--- src/rtl/fifo_1r1w_ctrl_if.sv ---
// Push/pop handshake and RAM port bundle for fifo_1r1w_ctrl.
// The slave modport is the controller's view, and the master modport is the environment's view.
interface fifo_1r1w_ctrl_if #(
  parameter int DBITS = 32,
  parameter int ABITS = 7
);
  logic             in_valid;
  logic             in_ready;
  logic [DBITS-1:0] in_data;
  logic             out_valid;
  logic             out_ready;
  logic [DBITS-1:0] out_data;
  logic [ABITS+1:0] count;
  logic [ABITS-1:0] ram_waddr;
  logic [DBITS-1:0] ram_wr;
  logic             ram_we;
  logic [ABITS-1:0] ram_raddr;
  logic             ram_re;
  logic [DBITS-1:0] ram_rd;

  modport slave (
    input  in_valid, in_data, out_ready, ram_rd,
    output in_ready, out_valid, out_data, count,
           ram_waddr, ram_wr, ram_we, ram_raddr, ram_re
  );

  modport master (
    output in_valid, in_data, out_ready, ram_rd,
    input  in_ready, out_valid, out_data, count,
           ram_waddr, ram_wr, ram_we, ram_raddr, ram_re
  );
endinterface

--- src/rtl/fifo_1r1w_ctrl.sv ---
// FIFO controller over an external 1R1W RAM with registered read.
// A 2-entry head/skid stage hides the read latency, so the FIFO sustains 1 push and 1 pop per cycle.
module fifo_1r1w_ctrl #(
  parameter int DBITS = 32,
  parameter int ABITS = 7
) (
  input logic              clk,
  input logic              rst,
  fifo_1r1w_ctrl_if.slave  bus
);
  localparam logic [ABITS:0] FULL = {1'b1, {ABITS{1'b0}}};

  logic [ABITS-1:0] wptr, rptr;
  logic [ABITS:0]   ram_cnt;
  logic             rd_pend;
  logic [1:0]       os_cnt, os_left;
  logic [2:0]       os_sum;
  logic [DBITS-1:0] head, skid, head_nxt, skid_nxt;
  logic             pop;

  assign pop          = bus.out_valid & bus.out_ready;
  assign bus.in_ready = rst & (ram_cnt != FULL);
  assign bus.ram_we   = bus.in_valid & bus.in_ready;

  // Output-stage occupancy after this cycle's pop and return. A read is issued only if its data will have a slot.
  assign os_left     = os_cnt - {1'b0, pop};
  assign os_sum      = {1'b0, os_left} + {2'b0, rd_pend};
  assign bus.ram_re  = rst & (ram_cnt != '0) & (os_sum < 3'd2);

  assign bus.ram_waddr = wptr;
  assign bus.ram_wr    = bus.in_data;
  assign bus.ram_raddr = rptr;
  assign bus.out_valid = (os_cnt != 2'd0);
  assign bus.out_data  = head;
  assign bus.count     = {1'b0, ram_cnt} + (ABITS+2)'(rd_pend) + (ABITS+2)'(os_cnt);

  always_ff @(posedge clk) begin
    if (!rst) begin
      wptr    <= '0;
      rptr    <= '0;
      ram_cnt <= '0;
      rd_pend <= 1'b0;
      os_cnt  <= '0;
    end else begin
      if (bus.ram_we) wptr <= wptr + 1'b1;
      if (bus.ram_re) rptr <= rptr + 1'b1;
      ram_cnt <= ram_cnt + (ABITS+1)'(bus.ram_we) - (ABITS+1)'(bus.ram_re);
      rd_pend <= bus.ram_re;
      os_cnt  <= os_sum[1:0];
    end
  end

  // Pop shifts skid into head first, and returning data then lands in the first free slot.
  always_comb begin
    head_nxt = pop ? skid : head;
    skid_nxt = skid;
    if (rd_pend) begin
      if (os_left == 2'd0) head_nxt = bus.ram_rd;
      else                 skid_nxt = bus.ram_rd;
    end
  end

  always_ff @(posedge clk) begin
    head <= head_nxt;
    skid <= skid_nxt;
  end

  assert property (@(posedge clk) disable iff (!rst) os_sum <= 3'd2);
endmodule

--- src/flat_wrapper.sv ---
// flat-port wrapper written by rule: the top's interface ports become plain ports
module fifo_1r1w_ctrl_flat 
#(
  parameter int DBITS = 32,
  parameter int ABITS = 7
)
  (clk, rst, bus_in_valid, bus_in_data, bus_out_ready, bus_ram_rd, bus_in_ready, bus_out_valid, bus_out_data, bus_count, bus_ram_waddr, bus_ram_wr, bus_ram_we, bus_ram_raddr, bus_ram_re);
  fifo_1r1w_ctrl_if #(.DBITS(DBITS), .ABITS(ABITS)) bus_i ();
  input logic clk;
  input logic rst;
  input wire logic [$bits(bus_i.in_valid)-1:0] bus_in_valid;
  input wire logic [$bits(bus_i.in_data)-1:0] bus_in_data;
  input wire logic [$bits(bus_i.out_ready)-1:0] bus_out_ready;
  input wire logic [$bits(bus_i.ram_rd)-1:0] bus_ram_rd;
  output wire logic [$bits(bus_i.in_ready)-1:0] bus_in_ready;
  output wire logic [$bits(bus_i.out_valid)-1:0] bus_out_valid;
  output wire logic [$bits(bus_i.out_data)-1:0] bus_out_data;
  output wire logic [$bits(bus_i.count)-1:0] bus_count;
  output wire logic [$bits(bus_i.ram_waddr)-1:0] bus_ram_waddr;
  output wire logic [$bits(bus_i.ram_wr)-1:0] bus_ram_wr;
  output wire logic [$bits(bus_i.ram_we)-1:0] bus_ram_we;
  output wire logic [$bits(bus_i.ram_raddr)-1:0] bus_ram_raddr;
  output wire logic [$bits(bus_i.ram_re)-1:0] bus_ram_re;
  assign bus_i.in_valid = bus_in_valid;
  assign bus_i.in_data = bus_in_data;
  assign bus_i.out_ready = bus_out_ready;
  assign bus_i.ram_rd = bus_ram_rd;
  assign bus_in_ready = bus_i.in_ready;
  assign bus_out_valid = bus_i.out_valid;
  assign bus_out_data = bus_i.out_data;
  assign bus_count = bus_i.count;
  assign bus_ram_waddr = bus_i.ram_waddr;
  assign bus_ram_wr = bus_i.ram_wr;
  assign bus_ram_we = bus_i.ram_we;
  assign bus_ram_raddr = bus_i.ram_raddr;
  assign bus_ram_re = bus_i.ram_re;
  fifo_1r1w_ctrl #(.DBITS(DBITS), .ABITS(ABITS)) u_core (.clk(clk), .rst(rst), .bus(bus_i));
endmodule
--- config.mk ---
export PLATFORM = sky130hd
export DESIGN_NAME = fifo_1r1w_ctrl_flat
export DESIGN_NICKNAME = d
export VERILOG_FILES = /design/src/rtl/fifo_1r1w_ctrl_if.sv /design/src/rtl/fifo_1r1w_ctrl.sv /design/src/flat_wrapper.sv
export SDC_FILE = /design/constraint.sdc
export NUM_CORES = 1
export LEC_CHECK = 0
export CAP_MARGIN = 15
export CELL_PAD_IN_SITES_DETAIL_PLACEMENT = 0
export CELL_PAD_IN_SITES_GLOBAL_PLACEMENT = 1
export CORE_MARGIN = 2
export CORE_UTILIZATION = 36
export DETAILED_ROUTE_END_ITERATION = 6
export PLACE_DENSITY_LB_ADDON = 0.1
export RECOVER_POWER = 25
export SETUP_SLACK_MARGIN = 0.5
export SKIP_LAST_GASP = 1
export SLEW_MARGIN = 20
export SYNTH_ARGS = -nofsm -noshare
export SYNTH_HDL_FRONTEND = slang
export SYNTH_SLANG_ARGS = --single-unit
export TNS_END_PERCENT = 5
--- constraint.sdc ---
create_clock -name clk -period 12.04 [get_ports clk]
set_input_delay 1.204 -clock clk [delete_from_list [all_inputs] [get_ports clk]]
set_output_delay 1.204 -clock clk [all_outputs]
set_load 0.005 [all_outputs]
==> flow_metrics.env, run 1 <==
export IMPL_clkSinkCount=89
export IMPL_die_area_sq_um=12600
export IMPL_final_util=0.467
export IMPL_min_from="u_core.bus.ram_waddr[6]"
export IMPL_cts_tree="done"
export IMPL_fillers=1090
export IMPL_wl_mm=8.52
export IMPL_synthArstFlopShare=0
export IMPL_syn_inst=394
export IMPL_worstSetupEndpointType="output pin"
export IMPL_syn_num_nets=488
export IMPL_final_cell_area_sq_um=5340
export IMPL_drc=0
export IMPL_ys_ff_latch=89
export IMPL_fin_crit_sh=0.446
export IMPL_area_growth_pct=26.9
export IMPL_io_buffers=94
export IMPL_htree_levels=3
export IMPL_setup_slack_ns=6.67
export IMPL_synth_avg_cell_area_sq_um=10.7
export IMPL_worstPathArrival_ns=4.17
export IMPL_timing_hold_ws_ns=0.528
export IMPL_root_buffer="clkbuf_16"
export IMPL_row_count=39
export IMPL_dpl_instance_area_sq_um=5010
export IMPL_vias=2817
export IMPL_cp_start_kind="primary input"
export IMPL_cp_required_ns=10.84
export IMPL_dp_hpwl_mm=5.89
export IMPL_avgViaCountPerCell=4.68
export IMPL_power_density_nw_per_um2=258
export IMPL_finalCriticalPeriod_ns=5.37
export IMPL_seqPwrFrac=0.360
export IMPL_setup_worst_path_end="bus_ram_re"
export IMPL_fp_dieH_microns=112
export IMPL_hold_path_class="register to register"
export IMPL_multi_input_area_sq_um=1690
export IMPL_swShare=0.329
export IMPL_ir_worst_vdd_v=0.000146
export IMPL_path_clk_slew_ns=0.06
export IMPL_diodes=0
export IMPL_grt_util_all_layers=0.137
export IMPL_grt_pass1_wl_mm=13.6
export IMPL_pre_cts_slack_ns=6.51
export IMPL_post_cts_buffers=0
export IMPL_leakage_nw=2.23
export IMPL_worst_r2r_setup_slack_ns=7.49
export IMPL_seq_area_sq_um=2100
export IMPL_max_freq_mhz=186
export IMPL_worst_pin_slew_ns=0.645
export IMPL_r2r_end="u_core.ram_cnt[6]"
export IMPL_crit_fanout=33
export IMPL_grt_overflow=0
export IMPL_ys_seq_area_frac=0.500
export IMPL_setup_violations=0
export IMPL_slew_violations=0
export IMPL_synth_cell_types=44
export IMPL_drtAntennaViolNets=0
export IMPL_clkPwrFrac=0.220
export IMPL_hold_viol=0
export IMPL_drtIter0Drc=127
export IMPL_start_util=0.368
export IMPL_crit_type="primary input to output pin"
export IMPL_synthFlopType="dfxtp_1"
export IMPL_rr_startpoint="u_core.os_cnt[1]"
export IMPL_cts_inserted_buffers=9
export IMPL_yosysWarnings=0
export IMPL_max_slew_margin_rel=0.570
export IMPL_first_pass_iters=4
export IMPL_reg2reg_depth=17
export IMPL_pin_count=159
export IMPL_die_w_microns=112
export IMPL_grt_pass1_vias=2680
export IMPL_p_int_uw=923
export IMPL_drive_gt1_frac=0.0545
export IMPL_ctsHoldBuffers=0
export IMPL_ctsLongestPathBuffers=2
export IMPL_layout_nets=548
export IMPL_post_cts_resized=0
export IMPL_antenna_found_initial=0
export IMPL_outcome="finished, final reports clean"
export IMPL_grt_max_degree=65
export IMPL_finalSetupTns_ns=0
export IMPL_rsz0062_at_grt="no"
export IMPL_core_sq_um=11400
export IMPL_clk_latency_ns=0.34
export IMPL_wire_per_inst_microns=14.2
export IMPL_synth_edf_count=32
export IMPL_p_comb_frac=0.420
export IMPL_syn_cell_area_sq_um=4210
export IMPL_drv_cap=0
export IMPL_gp_congestion=0.754
export IMPL_final_setup_skew_ns=0.00846
export IMPL_p_sw_uw=453
export IMPL_cp_startpoint="bus_out_ready"
==> worst min path at each step <==
stage	endpoint	cells after the start
2_1_floorplan	u_core.bus.ram_raddr[2]	2
3_3_place_gp	u_core.bus.ram_waddr[6]	2
3_5_place_dp	u_core.bus.ram_waddr[6]	2
4_1_cts	u_core.bus.ram_waddr[6]	2
5_1_grt	u_core.bus.out_data[0]	2
6_report	u_core.bus.ram_waddr[6]	2
==> routing by layer <==
metal	up-vias	wire length [microns]	GRT usage
met2	91	3890	0.207
li1	1442	-	-
met4	0	88	0.0520
met1	1277	3990	0.177
met3	7	550	0.0551
met5	-	0	0
==> sequential cells by signal (all words and copies together), names as in the netlist <==
| name | flops |
|---|---|
| u_core.skid | 32 |
| u_core.bus.ram_raddr | 7 |
| u_core.os_cnt | 2 |
| u_core.bus.out_data | 32 |
| u_core.rd_pend | 1 |
| u_core.bus.ram_waddr | 7 |
| u_core.ram_cnt | 8 |
==> area by class of cell <==
cell class,instances,share of cell area
clock buffers,9,0.0422
repair buffers,96,0.179
multi-input cells,236,0.317
flip-flops and latches,89,0.394
clock inverters,7,0.0192
well taps,143,0.0335
inverters,22,0.0155
==> synth_stat cells, drive strengths merged, types with 2 or more instances <==
library cell	count	area, sq um
nand4	9	56.3
xnor2	16	140
buf	39	310
a21boi	2	22.5
xor2	2	17.5
and2	5	31.3
inv	22	82.6
fa	3	60.1
nor2b	2	12.5
mux2i	37	370
nand2b	4	25.0
nand2	15	63.8
dfxtp	57	1140
a21oi	41	205
a211oi	4	30.0
clkbuf	8	31.3
a31oi	2	12.5
edfxtp	32	961
nand3	4	25.0
ha	23	288
nor2	51	191
==> worst max-delay path, cell delays in order <==
cell and delay, ns:
clkdlybuf4s50_1 0.44, nand2_4 0.47, inv_1 0.09, ha_1 0.21
xnor2_1 0.39, ha_1 0.31, a21boi_2 0.30, and2_1 0.21
clkdlybuf4s50_1 0.52
==> cells by family (layout without fill, tap and decap cells) <==
logic type               count (synthesis)  in the layout  share of synthesized area
multiplexers                            37             37                     0.0881
AND/OR/NAND/NOR                         98             98                      0.112
buffers and inverters                   69            134                      0.101
XOR/XNOR                                18             18                     0.0375
flip-flops                              89             89                      0.500
adder cells (fa/ha/maj)                 26             26                     0.0827
AO/OA/AOI/OAI                           57             57                     0.0791
==> power by group through the flow <==
stage	registers (mW)	logic [mW]	clock network [mW]
detailed placement	0.505	0.592	0
finish	0.495	0.578	0.303
floorplan	0.501	0.352	0
global route	0.510	0.644	0.325
global placement	0.501	0.584	0
CTS	0.498	0.594	0.313
==> cell usage in the layout, fill, tap and decap left out, types with 2 or more instances in the layout <==
cell / n
dfxtp_1: 57
clkdlybuf4s50_1: 56
nor2_1: 51
a21oi_1: 40
dlygate4sd3_1: 38
mux2i_1: 37
edfxtp_1: 32
ha_1: 23
inv_1: 22
xnor2_1: 16
nand2_1: 14
nand4_1: 9
clkbuf_16: 9
and2_1: 5
nand2b_1: 4
a211oi_1: 4
nand3_1: 3
fa_1: 3
clkinvlp_4: 3
a21boi_2: 2
nor2b_1: 2
xor2_1: 2
a31oi_1: 2
bufinv_16: 2
buf_4: 2
==> through the flow <==
| stage | total power, mW | std cells |
|---|---|---|
| finish | 1.38 | 602 |
| global route | 1.48 | 602 |
| CTS | 1.41 | 602 |
| detailed placement | 1.10 | 586 |
| global placement | 1.09 | 586 |
| floorplan | 0.853 | 394 |
Note: power is estimated with default switching activity, not from simulation.
==> inputs of run 2 (changes only) <==
CORE_UTILIZATION = 30   (was 36)
clock period = 4.5 ns   (was 12.04 ns; I/O delays follow)
==> run 2 against run 1 <==
Effect of this change:
- count of clock-buffer cells in the layout up 2
- cell count up 7.1%
- die area up 19%
- worst setup slack worse by 5.9 ns
- sequential power rose to 2.7 times the previous value
- worst hold slack better by 0.0052 ns
- largest cell class unchanged
- highest routed layer unchanged
==> flow_metrics.env, run 2 (synthesized netlist as in run 1, its figures left out) <==
export IMPL_outcome="finished, final reports clean"
export IMPL_cp_start_kind="register"
export IMPL_max_slew_margin_rel=0.550
export IMPL_drv_cap=0
export IMPL_area_growth_pct=29.2
export IMPL_seq_area_sq_um=2100
export IMPL_die_area_sq_um=15000
export IMPL_grt_max_degree=35
export IMPL_ctsHoldBuffers=0
export IMPL_fp_dieH_microns=122
export IMPL_worstSetupEndpointType="register"
export IMPL_final_cell_mix="clkdlybuf4s50_1, dfxtp_1, nor2_1, a21oi_1, mux2i_1"
export IMPL_final_common_cell="clkdlybuf4s50_1"
export IMPL_crit_type="register to register"
export IMPL_antenna_found_initial=0
export IMPL_rr_startpoint="u_core.os_cnt[1]"
export IMPL_clkSinkCount=89
export IMPL_start_util=0.305
export IMPL_crit_fanout=4
export IMPL_worst_pin_slew_ns=0.675
export IMPL_max_freq_mhz=270
export IMPL_grt_pass1_wl_mm=14.2
export IMPL_dp_cells=627
export IMPL_fillers=1381
export IMPL_gp_congestion=0.746
export IMPL_htree_levels=3
export IMPL_hold_viol=0
export IMPL_p_sw_mw=1.25
export IMPL_vias=2893
export IMPL_die_w_microns=122
export IMPL_multi_input_area_sq_um=1720
export IMPL_cts_tree="done"
export IMPL_wl_mm=9.02
export IMPL_cp_required_ns=4.79
export IMPL_finalCriticalPeriod_ns=3.70
export IMPL_p_comb_frac=0.436
export IMPL_dp_hpwl_mm=6.25
export IMPL_wire_per_inst_microns=14.0
export IMPL_setup_violations=0
export IMPL_avgViaCountPerCell=4.49
export IMPL_finalSetupTns_ns=0
export IMPL_hold_path_class="register to register"
export IMPL_final_setup_skew_ns=0.0114
export IMPL_seqPwrFrac=0.356
export IMPL_slowest_delay_ns=0.37
export IMPL_drc=0
export IMPL_drtIter0Drc=175
export IMPL_power_density_nw_per_um2=687
export IMPL_leakage_nw=2.26
export IMPL_clk_latency_ns=0.34
export IMPL_pin_count=159
export IMPL_io_buffers=94
export IMPL_slew_violations=0
export IMPL_cp_startpoint="u_core.os_cnt[1]"
export IMPL_drive_gt1_frac=0.0690
export IMPL_grt_overflow=0
export IMPL_ctsLongestPathBuffers=2
export IMPL_swShare=0.335
export IMPL_clkPwrFrac=0.207
export IMPL_core_sq_um=13800
export IMPL_ir_worst_vdd_v=0.000200
export IMPL_crit_buf_inv=5
export IMPL_crit_top_cell="inv_1"
export IMPL_cts_inserted_buffers=9
export IMPL_worst_path_max_delay_cell="fa_1"
export IMPL_fin_crit_sh=0.822
export IMPL_path_delay_family="adder cells"
export IMPL_grt_util_all_layers=0.125
export IMPL_crit_chain="or2_2 > nand2_4 > inv_1 > ha_4 > inv_1 > ha_1 > inv_1 > ha_4 > a21boi_4 > and2_1 > ha_1 > inv_1 > ha_1 > inv_1 > fa_1 > and2b_1 > o311ai_1 > a2111oi_0 > nand3b_1"
export IMPL_layout_nets=553
export IMPL_grt_pass1_vias=2713
export IMPL_p_int_mw=2.48
export IMPL_first_pass_iters=5
export IMPL_rsz0062_at_grt="no"
export IMPL_worstPathArrival_ns=3.99
export IMPL_drtAntennaViolNets=0
export IMPL_row_count=43
export IMPL_root_buffer="clkbuf_16"
export IMPL_min_from="u_core.bus.ram_waddr[6]"
export IMPL_final_cells=645
export IMPL_path_clk_slew_ns=0.07
[run 2: cell types whose count changed in the layout (fill, tap and decap cells not counted), sizes merged]
cell	change
clkbuf	+2
diode	+1
clkinvlp	-1
bufinv	-1
clkdlybuf4s50	+6
dlygate4sd3	-6
buf	+5
[run 2: repair_timing]
action	4_1_cts	5_1_grt
gates resized for setup	1	4
endpoints found under the hold margin	0	0
buffers inserted	1	0
endpoints found under the setup margin	1	1
pin swaps	0	1
[run 2: worst paths after layout]
check | cells past startpoint | endpoint | slack [ns]
hold reg to reg | 2 | u_core.bus.ram_waddr[6] | 0.53
setup / recovery | 19 | u_core.ram_cnt[6] | 0.80
hold / removal | 2 | u_core.bus.ram_waddr[6] | 0.53
setup reg to reg | 19 | u_core.ram_cnt[6] | 0.80
[run 2: worst register-to-register path: cells and delay by family, from the launching register on]
kind | cells | cell delay, ns
AND/OR/NAND/NOR | 5 | 0.98
flip-flops | 1 | 0.35
buffers and inverters | 5 | 0.30
adder cells (fa/ha/maj) | 6 | 1.37
AO/OA/AOI/OAI | 3 | 0.65
[run 2: metrics by stage]
stage               worst slack (ns)  area (sq um)  utilization  total power [mW]  hold slack (ns)
global route                   0.534          5430        0.394              4.03            0.558
global placement               0.411          5090        0.369              2.95            0.508
finish                         0.800          5440        0.395              3.73            0.533
floorplan                      0.627          4210            -              2.28            0.499
detailed placement             0.270          5090        0.369              2.97            0.509
CTS                            0.572          5410        0.393              3.79            0.534
[run 2: routing by layer]
layer,vias up,routed length [microns],share of wire,track usage
met1,1316,4360,0.48,0.169
met3,21,588,0.065,0.0367
met5,-,0,0,0
met4,0,219,0.024,0.0704
li1,1455,-,-,-
met2,101,3860,0.43,0.177
[run 2: final cells by class]
class / count / share of cell area
Clock buffer: 11 / 0.0447
Clock inverter: 5 / 0.0115
Sequential cell: 89 / 0.387
Tap cell: 180 / 0.0414
Antenna cell: 1 / 0.000460
Inverter: 22 / 0.0152
Timing Repair Buffer: 101 / 0.183
Multi-Input combinational cell: 236 / 0.317
[run 2: power by group through the flow]
stage	Sequential (mW)	Combinational, mW	Clock, mW
6_report	1.33	1.63	0.774
5_1_grt	1.37	1.83	0.840
4_1_cts	1.34	1.64	0.805
3_5_place_dp	1.35	1.61	0
3_3_place_gp	1.34	1.60	0
2_1_floorplan	1.34	0.942	0
==> inputs of run 3 (changes only) <==
clock period = 3.1 ns   (was 4.5 ns; I/O delays follow)
==> run 3 against run 2 <==
Effect of this change:
- largest power group unchanged
- the flow now finishes with violations (setup timing)
- sequential cell count is the same
- worst setup slack lost 0.87 ns
- largest cell class unchanged
- routed wire length grew 2.6%
==> flow_metrics.env, run 3 (synthesized netlist as in run 1, its figures left out) <==
export IMPL_die_area_sq_um=15000
export IMPL_drtIter0Drc=137
export IMPL_outcome="complete, but fails checks"
export IMPL_cts_inserted_buffers=9
export IMPL_clk_latency_ns=0.34
export IMPL_ctsHoldBuffers=0
export IMPL_path_clk_slew_ns=0.07
export IMPL_clkSinkCount=89
export IMPL_worstSetupEndpointType="register"
export IMPL_finalCriticalPeriod_ns=3.17
export IMPL_grt_max_degree=65
export IMPL_cts_tree="done"
export IMPL_failed_checks="setup timing"
export IMPL_worst_pin_slew_ns=0.591
export IMPL_cp_required_ns=3.38
export IMPL_clkPwrFrac=0.183
export IMPL_fp_dieH_microns=122
export IMPL_htree_levels=3
export IMPL_crit_type="register to register"
export IMPL_rsz0062_at_grt="yes"
export IMPL_finalSetupTns_ns=-0.131
export IMPL_max_freq_mhz=315
export IMPL_worst_r2r_setup_slack_ns=-0.07
export IMPL_setup_slack_ns=-0.0720
export IMPL_vias=2937
export IMPL_drtAntennaViolNets=0
export IMPL_hold_path_class="register to register"
export IMPL_area_growth_pct=34.3
export IMPL_final_common_cell="clkdlybuf4s50_1"
export IMPL_worstPathArrival_ns=3.45
export IMPL_p_comb_frac=0.479
export IMPL_dp_hpwl_mm=6.46
export IMPL_grt_util_all_layers=0.128
export IMPL_grt_overflow=0
export IMPL_row_count=43
export IMPL_drc=0
export IMPL_first_pass_iters=4
export IMPL_min_from="u_core.bus.ram_raddr[6]"
export IMPL_crit_fanout=2
export IMPL_antenna_found_initial=0
export IMPL_use_met3=0.0432
export IMPL_p_sw_mw=1.86
export IMPL_gp_congestion=0.744
export IMPL_cp_start_kind="register"
export IMPL_fillers=1384
export IMPL_io_buffers=94
export IMPL_power_density_nw_per_um2=995
export IMPL_max_slew_margin_rel=0.606
export IMPL_grt_pass1_vias=2872
export IMPL_dpl_instance_area_sq_um=5330
export IMPL_fin_crit_sh=1.02
export IMPL_seqPwrFrac=0.338
export IMPL_final_cell_mix="clkdlybuf4s50_1, dfxtp_1, nor2_1, a21oi_1, mux2i_1"
export IMPL_final_cell_area_sq_um=5650
export IMPL_ir_worst_vdd_v=0.000412
export IMPL_setup_violations=2
export IMPL_pin_count=159
export IMPL_layout_nets=571
export IMPL_slew_violations=0
export IMPL_gr_usage_met2=0.196
export IMPL_avgViaCountPerCell=4.44
export IMPL_final_setup_skew_ns=0.00579
export IMPL_root_buffer="clkbuf_16"
export IMPL_drv_cap=0
export IMPL_ctsLongestPathBuffers=2
export IMPL_p_int_mw=3.75
export IMPL_leakage_nw=2.33
export IMPL_cp_startpoint="u_core.os_cnt[0]"
export IMPL_hold_viol=0
export IMPL_grt_pass1_wl_mm=14.6
export IMPL_wire_per_inst_microns=14.0
export IMPL_use_met1=0.158
export IMPL_die_w_microns=122
export IMPL_rr_startpoint="u_core.os_cnt[0]"
export IMPL_grt_busiest_layer="met2"
export IMPL_swShare=0.332
export IMPL_drive_gt1_frac=0.131
export IMPL_diodes=0
export IMPL_core_sq_um=13800
export IMPL_power_total_mw=5.62
export IMPL_start_util=0.305
export IMPL_pre_cts_slack_ns=-0.445
export IMPL_wl_mm=9.25
run 3: changes by cell type in the layout (fill, tap and decap cells not counted), sizes merged, moves of 2 or more:
| cell | change |
|---|---|
| clkbuf | +3 |
| buf | +18 |
| clkdlybuf4s50 | +12 |
| dlygate4sd3 | -12 |
| inv | -2 |
run 3: metrics by stage:
stage	hold slack, ns	cells	utilization
after floorplan	0.409	394	-
after global placement	0.506	644	0.387
after detailed placement	0.506	644	0.387
after CTS	0.531	662	0.408
after global routing	0.556	662	0.410
final	0.522	662	0.410
run 3: power by group through the flow:
| stage | logic (mW) | clock network [mW] | registers [mW] |
|---|---|---|---|
| 2_1_floorplan | 1.48 | 0 | 1.95 |
| 3_3_place_gp | 2.66 | 0 | 1.91 |
| 3_5_place_dp | 2.68 | 0 | 1.93 |
| 4_1_cts | 2.72 | 1.08 | 1.91 |
| 5_1_grt | 3.01 | 1.12 | 1.96 |
| 6_report | 2.69 | 1.03 | 1.90 |
run 3: path summary, 6_finish.rpt:
kind                             end  cells after the start
min reg2reg  u_core.bus.ram_raddr[6]                      2
max                u_core.ram_cnt[6]                     19
min          u_core.bus.ram_raddr[6]                      2
max reg2reg        u_core.ram_cnt[6]                     19
run 3: cell type report:
cell class,count,area (sq um),area share
clock inverters,2,15.0,0.00266
repair buffers,119,1140,0.202
multi-input cells,236,1810,0.320
inverters,22,87.6,0.0155
well taps,180,225,0.0399
flip-flops and latches,89,2100,0.373
clock buffers,14,264,0.0468
run 3: metal layers:
metal | vias to the layer above | wire (microns) | share of wire
li1 | 1483 | - | -
met3 | 15 | 674 | 0.073
met4 | 0 | 209 | 0.023
met1 | 1353 | 4230 | 0.46
met2 | 86 | 4140 | 0.45
met5 | - | 0 | 0
run 3: worst max-delay path: stages (launching register included):
cell,delay (ns)
dfxtp_2,0.32
or2_4,0.27
nand2_8,0.07
inv_4,0.03
ha_4,0.25
inv_2,0.04
ha_4,0.14
inv_2,0.05
ha_4,0.13
a21boi_4,0.17
and2_4,0.17
ha_4,0.20
inv_4,0.05
ha_4,0.12
inv_2,0.03
fa_2,0.32
and2b_2,0.25
o311ai_4,0.09
a2111oi_2,0.29
nand3b_1,0.14
run 3: what timing repair did:
item                                    in CTS  in global routing
hold endpoints to repair                     0                  0
pin swaps                                    4                  2
gates resized for setup                      0                  6
setup buffers                                2                  0
endpoints found under the setup margin      15                 16
